File: src/rtl/dispatch_stage_if.sv
// Dispatch stage bus: decode-side instruction handshake, flush, RS free flags,
// CDB broadcast and the RS allocation outputs.
//   master : drives decode/flush/free/CDB inputs, observes allocation outputs
//   slave  : the dispatch stage itself
interface dispatch_stage_if #(
  parameter int TAG_W = 5
);
  logic             dec_valid_i;
  logic             dec_ready_o;
  logic [31:0]      dec_pc_i;
  logic [31:0]      dec_inst_i;
  logic [TAG_W-1:0] dec_prs1_addr_i;
  logic [TAG_W-1:0] dec_prs2_addr_i;
  logic [TAG_W-1:0] dec_prd_addr_i;
  logic             dec_rd_wen_i;
  logic             flush_i;
  logic             alu_free_i;
  logic             lsu_free_i;
  logic             mul_free_i;
  logic             cdb_en_i;
  logic [TAG_W-1:0] cdb_tag_i;
  logic             rs_allocate_o;
  logic [31:0]      pc_o;
  logic [31:0]      inst_o;
  logic [TAG_W-1:0] prs1_addr_o;
  logic [TAG_W-1:0] prs2_addr_o;
  logic [TAG_W-1:0] prd_addr_o;
  logic             prs1_valid_o;
  logic             prs2_valid_o;
  logic             alu_request_o;
  logic             lsu_request_o;
  logic             mul_request_o;

  modport slave (
    input  dec_valid_i, dec_pc_i, dec_inst_i, dec_prs1_addr_i, dec_prs2_addr_i,
           dec_prd_addr_i, dec_rd_wen_i, flush_i, alu_free_i, lsu_free_i,
           mul_free_i, cdb_en_i, cdb_tag_i,
    output dec_ready_o, rs_allocate_o, pc_o, inst_o, prs1_addr_o, prs2_addr_o,
           prd_addr_o, prs1_valid_o, prs2_valid_o, alu_request_o,
           lsu_request_o, mul_request_o
  );

  modport master (
    output dec_valid_i, dec_pc_i, dec_inst_i, dec_prs1_addr_i, dec_prs2_addr_i,
           dec_prd_addr_i, dec_rd_wen_i, flush_i, alu_free_i, lsu_free_i,
           mul_free_i, cdb_en_i, cdb_tag_i,
    input  dec_ready_o, rs_allocate_o, pc_o, inst_o, prs1_addr_o, prs2_addr_o,
           prd_addr_o, prs1_valid_o, prs2_valid_o, alu_request_o,
           lsu_request_o, mul_request_o
  );
endinterface

File: src/rtl/dispatch_stage.sv
// Dispatch stage: 2-entry in-order FIFO between rename and the reservation
// stations. Classifies the head to ALU/LSU/MUL, tracks a per-physical-register
// busy table fed by the CDB, and allocates the head into its RS when that RS
// has room.
// Ports:
//   clk_i   : clock, rising edge
//   reset_i : synchronous active-high reset
//   bus     : dispatch_stage_if.slave (decode push, flush, RS free flags,
//             CDB, head fields, source-ready bits, FU class, allocate)
module dispatch_stage #(
  parameter int PREG_NUM = 32,
  parameter int TAG_W    = 5,
  parameter int Q_DEPTH  = 2
) (
  input  logic              clk_i,
  input  logic              reset_i,
  dispatch_stage_if.slave   bus
);

  // FIFO state; full/empty come from the count, never from pointer compare
  logic [1:0]          r_cnt;
  logic                r_wptr, r_rptr;
  logic [31:0]         r_pc   [Q_DEPTH];
  logic [31:0]         r_inst [Q_DEPTH];
  logic [TAG_W-1:0]    r_prs1 [Q_DEPTH];
  logic [TAG_W-1:0]    r_prs2 [Q_DEPTH];
  logic [TAG_W-1:0]    r_prd  [Q_DEPTH];
  logic                r_wen  [Q_DEPTH];
  logic [PREG_NUM-1:0] r_busy;

  logic                w_empty, w_full, w_push, w_alloc, w_free;
  logic [31:0]         w_h_inst;
  logic [TAG_W-1:0]    w_h_prs1, w_h_prs2, w_h_prd;
  logic [6:0]          w_op, w_f7;
  logic                w_is_lsu, w_is_mul, w_is_alu;
  logic                w_rdy1, w_rdy2;
  logic [PREG_NUM-1:0] w_busy_nxt;

  assign w_empty  = (r_cnt == 2'd0);
  assign w_full   = (r_cnt == 2'(Q_DEPTH));
  assign w_h_inst = r_inst[r_rptr];
  assign w_h_prs1 = r_prs1[r_rptr];
  assign w_h_prs2 = r_prs2[r_rptr];
  assign w_h_prd  = r_prd[r_rptr];

  // FU class of the head: loads/stores to LSU, RV32M (OP + funct7=1) to MUL
  assign w_op     = w_h_inst[6:0];
  assign w_f7     = w_h_inst[31:25];
  assign w_is_lsu = (w_op == 7'b0000011) || (w_op == 7'b0100011);
  assign w_is_mul = (w_op == 7'b0110011) && (w_f7 == 7'b0000001);
  assign w_is_alu = !w_is_lsu && !w_is_mul;
  assign w_free   = (w_is_lsu & bus.lsu_free_i) | (w_is_mul & bus.mul_free_i) |
                    (w_is_alu & bus.alu_free_i);

  assign w_alloc  = !w_empty && w_free && !bus.flush_i;
  assign w_push   = bus.dec_valid_i && !w_full && !bus.flush_i;

  // Source ready reads the busy table before this edge's update; a matching
  // CDB broadcast in the same cycle is bypassed in
  assign w_rdy1 = (w_h_prs1 == '0) || !r_busy[w_h_prs1] ||
                  (bus.cdb_en_i && (bus.cdb_tag_i == w_h_prs1));
  assign w_rdy2 = (w_h_prs2 == '0) || !r_busy[w_h_prs2] ||
                  (bus.cdb_en_i && (bus.cdb_tag_i == w_h_prs2));

  // Clear from CDB first, then set from allocation so a new producer of the
  // same tag wins; tag 0 is the hardwired zero register and never busy
  always_comb begin
    w_busy_nxt = r_busy;
    if (bus.cdb_en_i) w_busy_nxt[bus.cdb_tag_i] = 1'b0;
    if (w_alloc && r_wen[r_rptr] && (w_h_prd != '0)) w_busy_nxt[w_h_prd] = 1'b1;
    w_busy_nxt[0] = 1'b0;
  end

  always_ff @(posedge clk_i) begin
    if (reset_i || bus.flush_i) begin
      r_cnt  <= 2'd0;
      r_wptr <= 1'b0;
      r_rptr <= 1'b0;
      r_busy <= '0;
    end else begin
      if (w_push)  r_wptr <= ~r_wptr;
      if (w_alloc) r_rptr <= ~r_rptr;
      if (w_push && !w_alloc)      r_cnt <= r_cnt + 2'd1;
      else if (!w_push && w_alloc) r_cnt <= r_cnt - 2'd1;
      r_busy <= w_busy_nxt;
    end
  end

  // Entry payload needs no reset; it is only observed while counted valid
  always_ff @(posedge clk_i) begin
    if (!reset_i && w_push) begin
      r_pc[r_wptr]   <= bus.dec_pc_i;
      r_inst[r_wptr] <= bus.dec_inst_i;
      r_prs1[r_wptr] <= bus.dec_prs1_addr_i;
      r_prs2[r_wptr] <= bus.dec_prs2_addr_i;
      r_prd[r_wptr]  <= bus.dec_prd_addr_i;
      r_wen[r_wptr]  <= bus.dec_rd_wen_i;
    end
  end

  // Outputs are forced to zero while empty so downstream sees clean values
  always_comb begin
    bus.dec_ready_o   = !w_full;
    bus.rs_allocate_o = w_alloc;
    bus.pc_o          = '0;
    bus.inst_o        = '0;
    bus.prs1_addr_o   = '0;
    bus.prs2_addr_o   = '0;
    bus.prd_addr_o    = '0;
    bus.prs1_valid_o  = 1'b0;
    bus.prs2_valid_o  = 1'b0;
    bus.alu_request_o = 1'b0;
    bus.lsu_request_o = 1'b0;
    bus.mul_request_o = 1'b0;
    if (!w_empty) begin
      bus.pc_o          = r_pc[r_rptr];
      bus.inst_o        = w_h_inst;
      bus.prs1_addr_o   = w_h_prs1;
      bus.prs2_addr_o   = w_h_prs2;
      bus.prd_addr_o    = w_h_prd;
      bus.prs1_valid_o  = w_rdy1;
      bus.prs2_valid_o  = w_rdy2;
      bus.alu_request_o = w_is_alu;
      bus.lsu_request_o = w_is_lsu;
      bus.mul_request_o = w_is_mul;
    end
  end

endmodule

File: src/flat_wrapper.sv
// flat-port wrapper written by rule: the top's interface ports become plain ports
module dispatch_stage_flat 
#(
  parameter int PREG_NUM = 32,
  parameter int TAG_W    = 5,
  parameter int Q_DEPTH  = 2
)
  (clk_i, reset_i, bus_dec_valid_i, bus_dec_pc_i, bus_dec_inst_i, bus_dec_prs1_addr_i, bus_dec_prs2_addr_i, bus_dec_prd_addr_i, bus_dec_rd_wen_i, bus_flush_i, bus_alu_free_i, bus_lsu_free_i, bus_mul_free_i, bus_cdb_en_i, bus_cdb_tag_i, bus_dec_ready_o, bus_rs_allocate_o, bus_pc_o, bus_inst_o, bus_prs1_addr_o, bus_prs2_addr_o, bus_prd_addr_o, bus_prs1_valid_o, bus_prs2_valid_o, bus_alu_request_o, bus_lsu_request_o, bus_mul_request_o);
  dispatch_stage_if #(.TAG_W(TAG_W)) bus_i ();
  input  logic clk_i;
  input  logic reset_i;
  input wire logic [$bits(bus_i.dec_valid_i)-1:0] bus_dec_valid_i;
  input wire logic [$bits(bus_i.dec_pc_i)-1:0] bus_dec_pc_i;
  input wire logic [$bits(bus_i.dec_inst_i)-1:0] bus_dec_inst_i;
  input wire logic [$bits(bus_i.dec_prs1_addr_i)-1:0] bus_dec_prs1_addr_i;
  input wire logic [$bits(bus_i.dec_prs2_addr_i)-1:0] bus_dec_prs2_addr_i;
  input wire logic [$bits(bus_i.dec_prd_addr_i)-1:0] bus_dec_prd_addr_i;
  input wire logic [$bits(bus_i.dec_rd_wen_i)-1:0] bus_dec_rd_wen_i;
  input wire logic [$bits(bus_i.flush_i)-1:0] bus_flush_i;
  input wire logic [$bits(bus_i.alu_free_i)-1:0] bus_alu_free_i;
  input wire logic [$bits(bus_i.lsu_free_i)-1:0] bus_lsu_free_i;
  input wire logic [$bits(bus_i.mul_free_i)-1:0] bus_mul_free_i;
  input wire logic [$bits(bus_i.cdb_en_i)-1:0] bus_cdb_en_i;
  input wire logic [$bits(bus_i.cdb_tag_i)-1:0] bus_cdb_tag_i;
  output wire logic [$bits(bus_i.dec_ready_o)-1:0] bus_dec_ready_o;
  output wire logic [$bits(bus_i.rs_allocate_o)-1:0] bus_rs_allocate_o;
  output wire logic [$bits(bus_i.pc_o)-1:0] bus_pc_o;
  output wire logic [$bits(bus_i.inst_o)-1:0] bus_inst_o;
  output wire logic [$bits(bus_i.prs1_addr_o)-1:0] bus_prs1_addr_o;
  output wire logic [$bits(bus_i.prs2_addr_o)-1:0] bus_prs2_addr_o;
  output wire logic [$bits(bus_i.prd_addr_o)-1:0] bus_prd_addr_o;
  output wire logic [$bits(bus_i.prs1_valid_o)-1:0] bus_prs1_valid_o;
  output wire logic [$bits(bus_i.prs2_valid_o)-1:0] bus_prs2_valid_o;
  output wire logic [$bits(bus_i.alu_request_o)-1:0] bus_alu_request_o;
  output wire logic [$bits(bus_i.lsu_request_o)-1:0] bus_lsu_request_o;
  output wire logic [$bits(bus_i.mul_request_o)-1:0] bus_mul_request_o;
  assign bus_i.dec_valid_i = bus_dec_valid_i;
  assign bus_i.dec_pc_i = bus_dec_pc_i;
  assign bus_i.dec_inst_i = bus_dec_inst_i;
  assign bus_i.dec_prs1_addr_i = bus_dec_prs1_addr_i;
  assign bus_i.dec_prs2_addr_i = bus_dec_prs2_addr_i;
  assign bus_i.dec_prd_addr_i = bus_dec_prd_addr_i;
  assign bus_i.dec_rd_wen_i = bus_dec_rd_wen_i;
  assign bus_i.flush_i = bus_flush_i;
  assign bus_i.alu_free_i = bus_alu_free_i;
  assign bus_i.lsu_free_i = bus_lsu_free_i;
  assign bus_i.mul_free_i = bus_mul_free_i;
  assign bus_i.cdb_en_i = bus_cdb_en_i;
  assign bus_i.cdb_tag_i = bus_cdb_tag_i;
  assign bus_dec_ready_o = bus_i.dec_ready_o;
  assign bus_rs_allocate_o = bus_i.rs_allocate_o;
  assign bus_pc_o = bus_i.pc_o;
  assign bus_inst_o = bus_i.inst_o;
  assign bus_prs1_addr_o = bus_i.prs1_addr_o;
  assign bus_prs2_addr_o = bus_i.prs2_addr_o;
  assign bus_prd_addr_o = bus_i.prd_addr_o;
  assign bus_prs1_valid_o = bus_i.prs1_valid_o;
  assign bus_prs2_valid_o = bus_i.prs2_valid_o;
  assign bus_alu_request_o = bus_i.alu_request_o;
  assign bus_lsu_request_o = bus_i.lsu_request_o;
  assign bus_mul_request_o = bus_i.mul_request_o;
  dispatch_stage #(.PREG_NUM(PREG_NUM), .TAG_W(TAG_W), .Q_DEPTH(Q_DEPTH)) u_core (.clk_i(clk_i), .reset_i(reset_i), .bus(bus_i));
endmodule
File: config.mk
export PLATFORM = sky130hd
export DESIGN_NAME = dispatch_stage_flat
export DESIGN_NICKNAME = d
export VERILOG_FILES = /design/src/rtl/dispatch_stage_if.sv /design/src/rtl/dispatch_stage.sv /design/src/flat_wrapper.sv
export SDC_FILE = /design/constraint.sdc
export NUM_CORES = 1
export LEC_CHECK = 0
export CAP_MARGIN = 15
export CELL_PAD_IN_SITES_DETAIL_PLACEMENT = 1
export CELL_PAD_IN_SITES_GLOBAL_PLACEMENT = 1
export CORE_MARGIN = 2
export CORE_UTILIZATION = 35
export DETAILED_ROUTE_END_ITERATION = 10
export PLACE_DENSITY = 0.75
export SYNTH_ARGS = -nofsm -noshare
export SYNTH_HDL_FRONTEND = slang
export SYNTH_SLANG_ARGS = --single-unit
File: constraint.sdc
create_clock -name clk_i -period 9.1 [get_ports clk_i]
set_input_delay 0.91 -clock clk_i [delete_from_list [all_inputs] [get_ports clk_i]]
set_output_delay 0.91 -clock clk_i [all_outputs]
set_load 0.1 [all_outputs]
==> metrics.txt <==
P&R area growth vs syn 30.6%; Synth Area in Compound Gates 8.75%; Lkg Pwr 3.61 nW; fin. max-slew vios 0; switching share of total power 28.8%; Syn Inst Count 645; Pwr Total 2.07 mW; cell area after layout 11400 µm²; EDFF count, synth 160; Synth Area in Adders 0.143%; Peak Freq 0.179 GHz; Syn Area/Cell 13.6 µm²; CP Capture Type output port; Post-synth top flop edfxtp_1; final worst setup slack 3.50 ns; worst-skew pair later-pin latency 0.44 ns; Min-Delay Endpoint u_core.r_rptr; setup violators final 0; PwrDens 181 nW/µm²; CTS tree yes; vias in the first global route 6451; clock power share 37.1%; drt pass-1 iters 4; yosys synthesis warning count 0; Crit path arrival time 4.69 ns; layout cells sized above 1 7.90%; chip width 162 µm; combinational power share 14.9%; Max IR drop VDD 0.000115 V; vias per cell 5.18; Post-Synthesis Cell Area 8750 µm²; largest net degree at the start of global routing 86; Startpoint Class register; status finished clean; first-pass GRT wire length 36200 µm; hold_buf cts 0; RSZ-0062 raised after global routing false; post-cts repair resize count 0; Worst Hold Launch u_core.r_rptr; final cell count without fillers 1150; worst-margin pin slew 1.05 ns; Fin Setup TNS 0 ns; drt initial violations 396; Seq pwr share 48.0%; vias 5961; Syn Nets 739; Synth async-reset ratio 0%; r2r endpoint u_core.r_cnt[1]; Die Span Y 162 µm; antenna viol nets, final 0; H-tree Lvls 4; postcts setup bufs 0; slew margin rel. 29.7%; post-synthesis simple-gate area fraction 9.28%; main combinational cell family by area after synthesis multiplexers; drt drc 0; Final Hold Vio Count 0; clock-pin transition on the worst setup and hold timing paths 0.08 ns; final core utilization 46.7%; register area share after synthesis 63.2%; Clock Path Buffers 2; IO Count 179; Critical Path RT 8.19 ns; GRT Total Usage 17.8%; Setup Skew 0.00993 ns; Worst Hold Slack 0.500 ns; cts bufs inserted 17; count of cell types in the netlist 51; total clock sinks 196; Synth Area in XOR/XNOR 1.30%; internal power 1.47 mW; core area 24500 µm²; period utilization 61.6%; HPWL Detailed 15800 µm; initial antenna violation count 4; Nets 905; GP Congestion 0.776; global route total overflow 0; maxcap violations 0; Clock Tree Root clkbuf_16; DIE AREA 26300 µm²; Placed Area 10800 µm²; PortBufs 178; std cell rows 57; Routed WL 23400 µm; CP Max Fanout 54; Tmin final 5.60 ns; WL/cell 20.3 µm; Worst R2R Path Depth 8; Reg2Reg Setup Slack 5.58 ns; synthesis-stage register bit count 196; mux share of post-synthesis cell area 14.5%; Crit Path Class register to output port; DP Cell Count 1116; Worst Hold Class register to register; Hold Path Stages 2; sw power 0.596 mW; Fill cells 2501; DP Worst Slack 3.93 ns; starting density of the core 35.8%
-- sequential cells by signal, indices dropped and copies added (netlist names), named ones only --
register / count
u_core.r_inst: 64
u_core.r_busy: 31
u_core.r_prs1: 10
u_core.r_cnt: 2
u_core.r_prs2: 10
u_core.r_rptr: 1
u_core.r_prd: 10
u_core.r_pc: 64
u_core.r_wen: 2
u_core.r_wptr: 1
-- placed cells by master, fill, tap and decap left out, types with 4 or more instances in the layout --
cell	n
inv_6	6
o22ai_1	4
inv_1	8
mux2i_1	105
nand3b_1	6
a32oi_1	5
or3_1	5
mux2i_4	4
nor2_1	92
o211ai_1	31
clkdlybuf4s50_1	178
o32ai_1	4
xnor2_1	9
nand2b_1	10
nand2_1	33
clkbuf_16	17
dfxtp_1	35
o41ai_1	32
buf_4	8
a21oi_1	6
edfxtp_1	160
xor2_1	4
-- final cells by class --
cell class	count	area, µm²	share of cell area (%)
clock buffer	17	425	3.72
clock inverter	14	179	1.57
multi-input combinational	401	3000	26.3
antenna	3	7.51	0.0657
timing repair buffer	186	1840	16.1
tap	324	405	3.55
inverter	9	36.3	0.318
sequential	196	5530	48.4
-- power groups by stage --
stage                     clock, mW  sequential, mW  combinational (mW)
after detailed placement          0            1.01               0.310
after CTS                     0.783           0.992               0.311
final                         0.767           0.992               0.309
after global placement            0            1.01               0.307
after floorplan                   0            1.01               0.206
after global routing          0.815           0.994               0.323
-- metal layers --
metal	GRT usage, %	part of all wire [%]
met2	29.5	49
met1	22.4	42
met3	5.39	6.3
met4	5.87	2.4
met5	0	0.056
-- worst max path at each step --
stage | cells after the start | slack (ns) | endpoint | startpoint
finish | 8 | 3.50 | bus_prs1_valid_o | register
global route | 8 | 3.27 | bus_prs1_valid_o | register
CTS | 8 | 3.45 | bus_prs1_valid_o | register
detailed placement | 8 | 3.93 | bus_prs1_valid_o | register
global placement | 8 | 3.96 | bus_prs1_valid_o | register
floorplan | 3 | 1.52 | u_core.r_inst[0][0] | u_core.r_cnt[0]
-- critical path, stage by stage (launching register included) --
cell and delay, ns:
dfxtp_4 0.90, buf_4 0.80, nand2b_1 0.24, and2_1 0.28, mux4_2 0.54, and3_1 0.18
a21oi_1 0.13, a31oi_1 0.10, clkdlybuf4s50_1 1.02
-- synthesized netlist by cell type (all sizes together) (4+ instances only) --
| master | instances | area [µm²] |
|---|---|---|
| o211ai | 31 | 233 |
| nand2 | 33 | 124 |
| a32oi | 5 | 43.8 |
| nand3b | 6 | 45.0 |
| o22ai | 4 | 25.0 |
| a21oi | 6 | 30.0 |
| dfxtp | 36 | 721 |
| xnor2 | 9 | 78.8 |
| nor2 | 94 | 353 |
| o41ai | 32 | 280 |
| o21ai | 4 | 31.3 |
| nand2b | 11 | 76.3 |
| nor3 | 5 | 25.0 |
| edfxtp | 160 | 4800 |
| inv | 9 | 36.3 |
| o32ai | 4 | 35.0 |
| buf | 16 | 124 |
| xor2 | 4 | 35.0 |
| clkbuf | 23 | 86.3 |
| or3 | 5 | 31.3 |
| mux2i | 112 | 1180 |
-- cell families after synthesis --
kind of cell,Yosys count
xor+xnor,13
mux,117
simple gates,175
flops,196
fa+ha+maj,1
buf+inv,48
compound gates,95
Note: power is estimated with default switching activity, not from simulation.
